$ cat config.mk
export PLATFORM = sky130hd
export DESIGN_NAME = fetch_unit
export DESIGN_NICKNAME = d
export VERILOG_FILES = /design/src/rtl/fetch_unit.sv
export SDC_FILE = /design/constraint.sdc
export NUM_CORES = 1
export LEC_CHECK = 0
export ABC_AREA = 1
export CORE_MARGIN = 4
export CORE_UTILIZATION = 55
export CTS_BUF_LIST = sky130_fd_sc_hd__clkbuf_4 sky130_fd_sc_hd__clkbuf_8 sky130_fd_sc_hd__clkbuf_16
export DETAILED_ROUTE_END_ITERATION = 7
export DONT_BUFFER_PORTS = 1
export PLACE_DENSITY = 0.7
export SLEW_MARGIN = 20
export SYNTH_ARGS = -nofsm -noshare
export SYNTH_HDL_FRONTEND = slang
export SYNTH_SLANG_ARGS = --single-unit
$ cat constraint.sdc
create_clock -name clka -period 4.3 [get_ports clka]
set_input_delay 0.645 -clock clka [delete_from_list [all_inputs] [get_ports clka]]
set_output_delay 0.645 -clock clka [all_outputs]
set_load 0.05 [all_outputs]
$ cat src/rtl/fetch_unit.sv
// Instruction fetch front end: drives a synchronous-read ICache one word
// address per cycle and buffers returned words in a 2-entry {pc,instr}
// skid FIFO so decode back-pressure never drops an in-flight response.
module fetch_unit #(
    parameter logic [15:0] RESET_PC = 16'h0000
) (
    input  logic        clka,
    input  logic        rsta,
    output logic [15:0] icache_addr,
    output logic        icache_we,
    output logic [31:0] icache_din,
    input  logic [31:0] icache_dout,
    input  logic        redirect,
    input  logic [15:0] redirect_pc,
    input  logic        id_ready,
    output logic        if_valid,
    output logic [31:0] if_instr,
    output logic [15:0] if_pc
);

    logic [15:0] req_pc_q,  req_pc_d;
    logic [15:0] pc_prev_q, pc_prev_d;
    logic        inflight_q, inflight_d;
    logic [1:0]  count_q,   count_d;
    logic [15:0] pc0_q,  pc0_d,  pc1_q,  pc1_d;
    logic [31:0] ins0_q, ins0_d, ins1_q, ins1_d;

    logic        pop;
    logic        push;
    logic        issue;
    logic [2:0]  occ;

    // The ICache port is read-only from fetch.
    assign icache_addr = req_pc_q;
    assign icache_we   = 1'b0;
    assign icache_din  = 32'h0000_0000;

    // Head of the FIFO is always entry 0.
    assign if_valid = (count_q != 2'd0);
    assign if_instr = ins0_q;
    assign if_pc    = pc0_q;

    // Only issue when the response is guaranteed a FIFO slot next edge.
    assign pop   = if_valid & id_ready;
    assign push  = inflight_q;
    assign occ   = {1'b0, count_q} + {2'b00, inflight_q};
    assign issue = (occ < (3'd2 + {2'b00, pop}));

    // Next-state: redirect flushes everything; otherwise issue, push, pop.
    always_comb begin
        req_pc_d   = req_pc_q;
        pc_prev_d  = pc_prev_q;
        inflight_d = inflight_q;
        count_d    = count_q;
        pc0_d      = pc0_q;
        pc1_d      = pc1_q;
        ins0_d     = ins0_q;
        ins1_d     = ins1_q;
        if (redirect) begin
            // The response arriving this cycle belongs to the old path.
            req_pc_d   = redirect_pc;
            inflight_d = 1'b0;
            count_d    = 2'd0;
        end else begin
            if (issue) begin
                req_pc_d   = req_pc_q + 16'd1;
                pc_prev_d  = req_pc_q;
                inflight_d = 1'b1;
            end else begin
                inflight_d = 1'b0;
            end
            case ({push, pop})
                2'b10: begin
                    if (count_q == 2'd0) begin
                        pc0_d  = pc_prev_q;
                        ins0_d = icache_dout;
                    end else begin
                        pc1_d  = pc_prev_q;
                        ins1_d = icache_dout;
                    end
                    count_d = count_q + 2'd1;
                end
                2'b01: begin
                    pc0_d   = pc1_q;
                    ins0_d  = ins1_q;
                    count_d = count_q - 2'd1;
                end
                2'b11: begin
                    if (count_q == 2'd1) begin
                        pc0_d  = pc_prev_q;
                        ins0_d = icache_dout;
                    end else begin
                        pc0_d  = pc1_q;
                        ins0_d = ins1_q;
                        pc1_d  = pc_prev_q;
                        ins1_d = icache_dout;
                    end
                end
                default: ;
            endcase
        end
    end

    // State update; reset also clears the head so if_instr/if_pc read zero.
    always_ff @(posedge clka) begin
        if (rsta) begin
            req_pc_q   <= RESET_PC;
            pc_prev_q  <= 16'h0000;
            inflight_q <= 1'b0;
            count_q    <= 2'd0;
            pc0_q      <= 16'h0000;
            pc1_q      <= 16'h0000;
            ins0_q     <= 32'h0000_0000;
            ins1_q     <= 32'h0000_0000;
        end else begin
            req_pc_q   <= req_pc_d;
            pc_prev_q  <= pc_prev_d;
            inflight_q <= inflight_d;
            count_q    <= count_d;
            pc0_q      <= pc0_d;
            pc1_q      <= pc1_d;
            ins0_q     <= ins0_d;
            ins1_q     <= ins1_d;
        end
    end

    // A push into a full FIFO without a pop would lose a word.
    always @(posedge clka) begin
        if (!rsta && !redirect)
            assert (!(push && !pop && count_q == 2'd2));
    end

endmodule

==> results of run 1 <==
-- through the flow --
stage	power [mW]	area [µm²]	instances	utilization
6_report	3.344	6444	937	0.6242
5_1_grt	3.483	6444	937	0.6242
4_1_cts	3.376	6411	936	0.6210
3_5_place_dp	1.734	5731	904	0.5551
3_3_place_gp	1.727	5731	904	0.5551
2_1_floorplan	1.710	5952	848	-
-- state kept, by name, indices dropped and copies added, names as in the netlist --
register,flops
count_q,2
icache_addr,16
if_instr,32
if_pc,16
inflight_q,1
ins1_q,32
pc1_q,16
pc_prev_q,16
-- cell usage in the layout (no fill, tap or decap) --
master,instances
a21oi_1,104
a21oi_2,1
a21oi_4,3
buf_12,1
buf_16,1
buf_4,5
bufinv_16,7
clkbuf_16,16
clkbuf_4,1
clkbuf_8,1
clkinv_2,2
clkinv_4,1
clkinvlp_4,4
conb_1,33
dfxtp_1,131
ha_1,6
inv_1,60
inv_2,4
mux2_2,1
nand2_1,131
nand3_1,34
nand3_2,1
nand3b_1,2
nand4_1,3
nor2_1,94
o21ai_0,130
o21ai_1,16
o21bai_1,2
xnor2_1,4
xor2_1,2
-- cell families after synthesis --
kind of cell | count (synthesis) | synth area share
flops | 131 | 0.4497
fa+ha+maj | 6 | 0.01287
simple gates | 265 | 0.1806
compound gates | 256 | 0.2231
mux | 1 | 0.001931
xor+xnor | 6 | 0.009011
other cells | 1 | 0.0006430
buf+inv | 150 | 0.1221
-- worst max path at each step --
stage,from,to,depth (start not counted)
detailed placement,count_q[0],if_instr[8],9
global placement,redirect,ins1_q[13],6
floorplan,count_q[0],if_instr[21],9
CTS,count_q[0],if_instr[8],9
global route,count_q[0],if_instr[16],9
finish,count_q[0],if_instr[3],9
-- final cells by class --
| cell class | instances | area [µm²] |
|---|---|---|
| clock inverter | 14 | 259.0 |
| timing repair buffer | 7 | 85.08 |
| tap | 136 | 170.2 |
| fill | 926 | 3880 |
| multi-input combinational | 567 | 2645 |
| inverter | 64 | 240.2 |
| clock buffer | 18 | 421.7 |
| sequential | 131 | 2623 |
-- power groups by stage --
stage               logic, mW  clock network [mW]  registers (mW)
floorplan               0.246                   0            1.46
global placement        0.245                   0            1.48
detailed placement      0.251                   0            1.48
CTS                     0.253                1.67            1.46
global route            0.289                1.73            1.46
finish                  0.254                1.63            1.46
-- worst reg2reg max path: stages (launching register included) --
cell and delay [ns]:
dfxtp_1 0.40, inv_1 0.09, ha_1 0.24, inv_2 0.25
nand2_1 0.25, a21oi_4 0.78, buf_4 0.38, o21ai_0 0.10
a21oi_1 0.13, nor2_1 0.05
-- per-layer routing --
| layer | part of all wire | track usage |
|---|---|---|
| met1 | 0.45 | 0.2683 |
| met2 | 0.46 | 0.3273 |
| met3 | 0.080 | 0.07697 |
| met4 | 0.013 | 0.07389 |
| met5 | 0 | 0 |
==> results.sh, run 1 <==
export IMPL_endpoint_kind="register"
export IMPL_criticalPathCategory="reg -> reg"
export IMPL_cp_max_fo=40
export IMPL_status="completed"
export IMPL_cts_tree="yes"
export IMPL_power_share_switching=0.2655
export IMPL_fp_dieH_um=111.0
export IMPL_hold_violations=0
export IMPL_worstPathRequired_ns=4.70
export IMPL_ys_seq_area_frac=0.4497
export IMPL_slew_headroom=0.3606
export IMPL_synth_edf_count=0
export IMPL_max_clock_freq_mhz=357.4
export IMPL_grt_setup_unrepaired="no"
export IMPL_rows=37
export IMPL_hp_start="rsta"
export IMPL_clkPwrFrac=0.489
export IMPL_firstDrtPassIters=6
export IMPL_first_global_vias=4531
export IMPL_switchingPower_mw=0.8880
export IMPL_synth_top_area_share=0.4497
export IMPL_dpl_hpwl_um=8250
export IMPL_path_cells="inv_1, ha_1, inv_2, nand2_1, a21oi_4, buf_4, o21ai_0, a21oi_1, nor2_1"
export IMPL_yosys_cell_types_count=22
export IMPL_skew_ns=0.007610
export IMPL_drt_initial_drc_count=522
export IMPL_synthTopCellsByCount="dfxtp_1 (131), nand2_1 (131), o21ai_0 (130), a21oi_1 (104), nor2_1 (94)"
export IMPL_leakage_nw=2.827
export IMPL_wirelength_um=12800
export IMPL_power_density_mw_per_mm2=519.0
export IMPL_reg2reg_depth=9
export IMPL_die_area_mm2=0.01231
export IMPL_diodes=0
export IMPL_min_period_ns=2.798
export IMPL_yosysWarnings=0
export IMPL_fp_dieW_um=111.0
export IMPL_drcViolationCount=0
export IMPL_ctsHoldBuffers=0
export IMPL_cts_clk_slew_worst_paths_ns=0.06
export IMPL_r2r_end="if_instr[3]"
export IMPL_p_int_mw=2.456
export IMPL_setup_violations=0
export IMPL_ys_ff_latch=131
export IMPL_syn_to_final_growth_pct=10.49
export IMPL_num_vias=4946
export IMPL_reg2reg_from="count_q[0]"
export IMPL_clk_path_buf_depth=2
export IMPL_start_util=0.5649
export IMPL_post_cts_buffers=0
export IMPL_numCtsBuffers=17
export IMPL_htreeDepth=4
export IMPL_wl_per_cell_um=13.66
export IMPL_grt_overflow_total=0
export IMPL_synthesis_instances=816
export IMPL_path_buf_inv=3
export IMPL_preCtsSetupSlack_ns=1.495
export IMPL_slowest_stage="a21oi_4"
export IMPL_r2r_slack_ns=1.50
export IMPL_setup_tns_ns=0
export IMPL_grt_pass1_wl_um=21670
export IMPL_min_to="icache_addr[2]"
export IMPL_worstMarginPinSlew_ns=0.9570
export IMPL_cts_root_buf="clkbuf_8"
export IMPL_timing_final_max_slew_violations=0
export IMPL_yosysTopAreaCell="dfxtp_1"
export IMPL_critical_path_max_stage_delay_ns=0.78
export IMPL_fin_crit_sh=0.6507
export IMPL_post_cts_resized=0
export IMPL_hp_class="in -> reg"
export IMPL_synthTopCellsByArea="dfxtp_1 (45%), o21ai_0 (11%), a21oi_1 (8.9%), nand2_1 (8.4%), nor2_1 (6.1%)"
export IMPL_cap_violations=0
export IMPL_crit_family="compound AO/OA/AOI/OAI gates"
export IMPL_pwr_share_seq=0.435
export IMPL_start_kind="register"
export IMPL_grt_max_degree=110
export IMPL_synth_main_ff_cell="dfxtp_1"
export IMPL_grt_antenna_before_repair=0
export IMPL_via_per_inst=5.279
export IMPL_io_pins=150
export IMPL_syn_cell_area_mm2=0.005832
export IMPL_power_frac_comb=0.076
export IMPL_place_port_buffers=0
export IMPL_core_region_area_mm2=0.01032
export IMPL_place_congestion=0.8289
export IMPL_nNetsFinal=846
export IMPL_antenna_left=0
export IMPL_synth_avg_cell_area_um2=7.147
export IMPL_cp_arrival_ns=3.19
export IMPL_drive_gt1_frac=0.06117
export IMPL_irDropWorstVdd_v=0.0002779
export IMPL_finalHoldWorstSlack_ns=0.1947
export IMPL_track_usage=0.2100
export IMPL_min_path_cells=1
export IMPL_clk_latency_ns=0.51
export IMPL_fin_ws_ns=1.502
export IMPL_cts_sinks=131
export IMPL_async_reset_ff_frac=0
Power figures use the tool's default switching activity.
==> run 2: changes to the inputs <==
Clock period 4.3 ns to 2.7 ns, I/O delays scaled along.
==> run 2 against run 1 <==
Clock skew is 0.0025 ns higher. First-iteration DRC count fell by 3.4%. Via count is 0.87% higher. Final cell count rose by 1.2%. Critical path depth stayed put. Setup slack worse by 1.1 ns. Sequential share of layout area decreased by 0.43 points. Clock power is 53% higher. Non-clock buffer count up 11. Total power grew 57%. Wire length rose by 4.0%. Worst hold slack worse by 0.15 ns. Critical endpoint is now if_instr[14]. Largest cell class unchanged. Highest routed layer unchanged.
==> results.sh, run 2 (synthesis gave the netlist of run 1 again) <==
export IMPL_cts_clk_slew_worst_paths_ns=0.06
export IMPL_fp_dieW_um=111.0
export IMPL_cts_tree="yes"
export IMPL_firstDrtPassIters=5
export IMPL_ctsHoldBuffers=1
export IMPL_antenna_left=0
export IMPL_layout_common_cells="nand2_1 (131), dfxtp_1 (131), o21ai_0 (130)"
export IMPL_fp_dieH_um=111.0
export IMPL_finalHoldWorstSlack_ns=0.04944
export IMPL_htreeDepth=4
export IMPL_hp_class="in -> reg"
export IMPL_slew_headroom=0.5163
export IMPL_max_clock_freq_mhz=439.4
export IMPL_via_per_inst=5.263
export IMPL_nNetsFinal=857
export IMPL_syn_to_final_growth_pct=11.67
export IMPL_diodes=0
export IMPL_fin_crit_sh=0.8429
export IMPL_post_cts_resized=0
export IMPL_grt_max_degree=97
export IMPL_power_density_mw_per_mm2=805.9
export IMPL_setup_tns_ns=0
export IMPL_grt_overflow_total=0
export IMPL_min_period_ns=2.276
export IMPL_place_congestion=0.8408
export IMPL_grt_antenna_before_repair=0
export IMPL_cap_violations=0
export IMPL_dpl_cell_area_mm2=0.005851
export IMPL_start_kind="register"
export IMPL_rows=37
export IMPL_leakage_nw=2.867
export IMPL_place_port_buffers=0
export IMPL_track_usage=0.2093
export IMPL_cp_max_fo=96
export IMPL_cp_arrival_ns=2.66
export IMPL_endpoint_kind="register"
export IMPL_wirelength_um=13320
export IMPL_drive_gt1_frac=0.07143
export IMPL_timing_final_max_slew_violations=0
export IMPL_drt_initial_drc_count=504
export IMPL_status="completed"
export IMPL_skew_ns=0.01009
export IMPL_setup_violations=0
export IMPL_first_global_vias=4561
export IMPL_worstMarginPinSlew_ns=0.7245
export IMPL_die_area_mm2=0.01231
export IMPL_power_mw=5.248
export IMPL_num_vias=4989
export IMPL_dpl_hpwl_um=8409
export IMPL_irDropWorstVdd_v=0.0003846
export IMPL_worstPathRequired_ns=3.09
export IMPL_wl_per_cell_um=14.05
export IMPL_core_region_area_mm2=0.01032
export IMPL_numCtsBuffers=17
export IMPL_criticalPathCategory="reg -> reg"
export IMPL_design_area_mm2=0.006513
export IMPL_clk_latency_ns=0.50
export IMPL_post_cts_buffers=0
export IMPL_grt_setup_unrepaired="no"
export IMPL_cts_root_buf="clkbuf_8"
export IMPL_io_pins=150
export IMPL_grt_pass1_wl_um=21790
export IMPL_start_util=0.5649
export IMPL_drcViolationCount=0
export IMPL_hold_violations=0
export IMPL_cts_sinks=131
export IMPL_clk_path_buf_depth=2
==> run 2: changes by cell type in the layout (fill, tap and decap cells not counted), sizes merged <==
cell / delta
bufinv: -2
inv: +4
dlygate4sd3: +1
buf: +10
clkinv: -2
==> run 2: path summary, 6_finish.rpt <==
path / startpoint / to / slack (ns) / depth (start not counted)
max: count_q[0] / if_instr[14] / 0.42 / 9
min: icache_dout[19] / ins1_q[19] / 0.05 / 2
max reg2reg: count_q[0] / if_instr[14] / 0.42 / 9
min reg2reg: pc_prev_q[15] / pc1_q[15] / 0.46 / 2
==> run 2: metrics by stage <==
step                worst slack, ns  instances  utilization
CTS                          0.4710        948       0.6308
global route                 0.2328        948       0.6308
global placement             0.5985        915       0.5667
finish                       0.4243        948       0.6308
detailed placement           0.4763        915       0.5667
floorplan                    0.7818        848            -
==> run 2: critical path: stages (launching register included) <==
cell     delay [ns]
dfxtp_1        0.40
inv_1          0.09
ha_1           0.25
inv_2          0.24
nand2_1        0.25
a21oi_4        0.20
buf_12         0.30
o21ai_0        0.17
a21oi_1        0.14
nor2_1         0.06
==> run 2: per-layer routing <==
metal  global-route usage  vias up  part of all wire
met2               0.3269      145              0.46
met1               0.2773     2264              0.46
met4              0.06814        0             0.014
met3              0.06386       16             0.064
met5                    0        -                 0
li1                     -     2564                 -
==> run 2: report_power, final <==
group | internal, mW | switching [mW] | total (mW)
Combinational | 0.119 | 0.356 | 0.474
Sequential | 2.02 | 0.249 | 2.27
Clock | 1.63 | 0.870 | 2.50
==> run 2: layout make-up <==
type | count | area, µm²
Clock buffer | 18 | 427.9
Clock inverter | 14 | 224.0
Fill cell | 922 | 3811
Inverter | 64 | 240.2
Multi-Input combinational cell | 567 | 2640
Sequential cell | 131 | 2623
Tap cell | 136 | 170.2
Timing Repair Buffer | 18 | 187.7
==> run 3: changes to the inputs <==
Settings changed: PLACE_DENSITY 0.7 to 0.73.
Clock period 2.7 ns to 2 ns, I/O delays scaled along.
==> run 3 against run 2 <==
Via count rose by 5.2%. Cell area is 8.7% higher. Wire length grew 5.8%. Clock-buffer cell count increased by 1. Fmax up 19%. Register-to-register slack lost 0.34 ns. Sequential power grew 34%. Global-route usage up 0.51 points. Final cell count grew 6.1%. Die area unchanged. Critical path type unchanged. Largest cell class unchanged. Highest routed layer unchanged.
==> results.sh, run 3 (synthesis gave the netlist of run 1 again) <==
export IMPL_die_area_mm2=0.01231
export IMPL_multiInputGateArea_mm2=0.002640
export IMPL_min_path_cells=4
export IMPL_grt_max_degree=78
export IMPL_cts_clk_slew_worst_paths_ns=0.06
export IMPL_power_mw=6.853
export IMPL_final_common_cell="nand2_1"
export IMPL_nNetsFinal=915
export IMPL_irDropWorstVdd_v=0.0005385
export IMPL_fin_cells=1006
export IMPL_numCtsBuffers=17
export IMPL_place_congestion=0.8433
export IMPL_design_area_mm2=0.007078
export IMPL_cts_root_buf="clkbuf_8"
export IMPL_drt_initial_drc_count=609
export IMPL_setup_violations=0
export IMPL_worstPathRequired_ns=2.43
export IMPL_timing_final_max_slew_violations=0
export IMPL_setup_tns_ns=0
export IMPL_power_density_mw_per_mm2=968.3
export IMPL_leakage_nw=3.134
export IMPL_rows=37
export IMPL_worstMarginPinSlew_ns=0.6201
export IMPL_cap_violations=0
export IMPL_utilization=0.6856
export IMPL_place_port_buffers=0
export IMPL_hp_class="in -> reg"
export IMPL_clk_latency_ns=0.50
export IMPL_grt_pass1_wl_um=22540
export IMPL_nFillCells=846
export IMPL_via_per_inst=5.216
export IMPL_fp_dieH_um=111.0
export IMPL_track_usage=0.2144
export IMPL_diodes=0
export IMPL_dpl_cell_area_mm2=0.005988
export IMPL_syn_to_final_growth_pct=21.37
export IMPL_regArea_mm2=0.002624
export IMPL_drive_gt1_frac=0.08966
export IMPL_cp_arrival_ns=2.34
export IMPL_htreeDepth=4
export IMPL_layout_common_cells="nand2_1 (131), o21ai_0 (130), dfxtp_1 (130)"
export IMPL_slew_headroom=0.5860
export IMPL_max_clock_freq_mhz=523.3
export IMPL_wirelength_um=14080
export IMPL_post_place_cells=930
export IMPL_first_global_vias=4668
export IMPL_wl_per_cell_um=14.00
export IMPL_num_vias=5247
export IMPL_io_pins=150
export IMPL_start_util=0.5649
export IMPL_criticalPathCategory="reg -> reg"
export IMPL_cp_max_fo=35
export IMPL_grt_overflow_total=0
export IMPL_skew_ns=0.006627
export IMPL_cts_sinks=131
export IMPL_status="completed"
export IMPL_fp_dieW_um=111.0
export IMPL_start_kind="register"
export IMPL_hold_violations=0
export IMPL_dpl_hpwl_um=8658
export IMPL_cts_tree="yes"
export IMPL_endpoint_kind="register"
export IMPL_core_region_area_mm2=0.01032
export IMPL_grt_antenna_before_repair=0
export IMPL_min_period_ns=1.911
export IMPL_clk_path_buf_depth=2
export IMPL_fin_crit_sh=0.9555
export IMPL_drcViolationCount=0
export IMPL_firstDrtPassIters=5
export IMPL_reg2reg_depth=10
export IMPL_antenna_left=0
==> run 3: area by class of cell <==
cell class / count / area share
clock inverters: 13 / 0.02104
repair buffers: 76 / 0.1149
well taps: 136 / 0.02404
inverters: 64 / 0.03394
clock buffers: 19 / 0.06240
flip-flops and latches: 131 / 0.3707
multi-input cells: 567 / 0.3730
==> run 3: through the flow <==
step | hold slack [ns] | setup slack [ns]
after floorplan | 0.3691 | 0.08184
after global placement | 0.3712 | 0.2160
after detailed placement | 0.3721 | 0.1267
after CTS | 0.002997 | 0.09072
after global routing | 0.02322 | -0.05480
final | 0.02849 | 0.08909
==> run 3: path summary, 6_finish.rpt <==
check	end	slack (ns)	start
max reg2reg	if_instr[8]	0.09	count_q[1]
min	icache_addr[11]	0.03	redirect
min reg2reg	pc1_q[3]	0.47	pc_prev_q[3]
max	if_instr[8]	0.09	count_q[1]
==> run 3: routing by layer <==
layer	global-route usage	vias to the layer above	share of wire
met2	0.3402	184	0.47
met5	0	-	0
met4	0.05993	0	0.0099
li1	-	2691	-
met3	0.06441	14	0.079
met1	0.2839	2358	0.44
==> run 3: worst max-delay path, cell delays in order, from the launching register on <==
cell and delay (ns):
dfxtp_1 0.36, inv_1 0.10, ha_1 0.22, inv_2 0.06, nand2_1 0.17, a21oi_4 0.23, buf_12 0.15, buf_12 0.10
clkbuf_16 0.19, o21ai_0 0.10, nor2_1 0.14
==> run 3: what timing repair did <==
action                                 in CTS  in global routing
buffers inserted                            0                  2
setup endpoints to repair                   0                 29
resized for setup                           0                  3
hold buffers                               40                  0
endpoints found under the hold margin      43                  0
==> run 3: where the power goes <==
part | switching (mW) | internal [mW] | total [mW]
registers | 0.309 | 2.73 | 3.04
logic | 0.535 | 0.254 | 0.789
clock network | 1.16 | 1.86 | 3.02
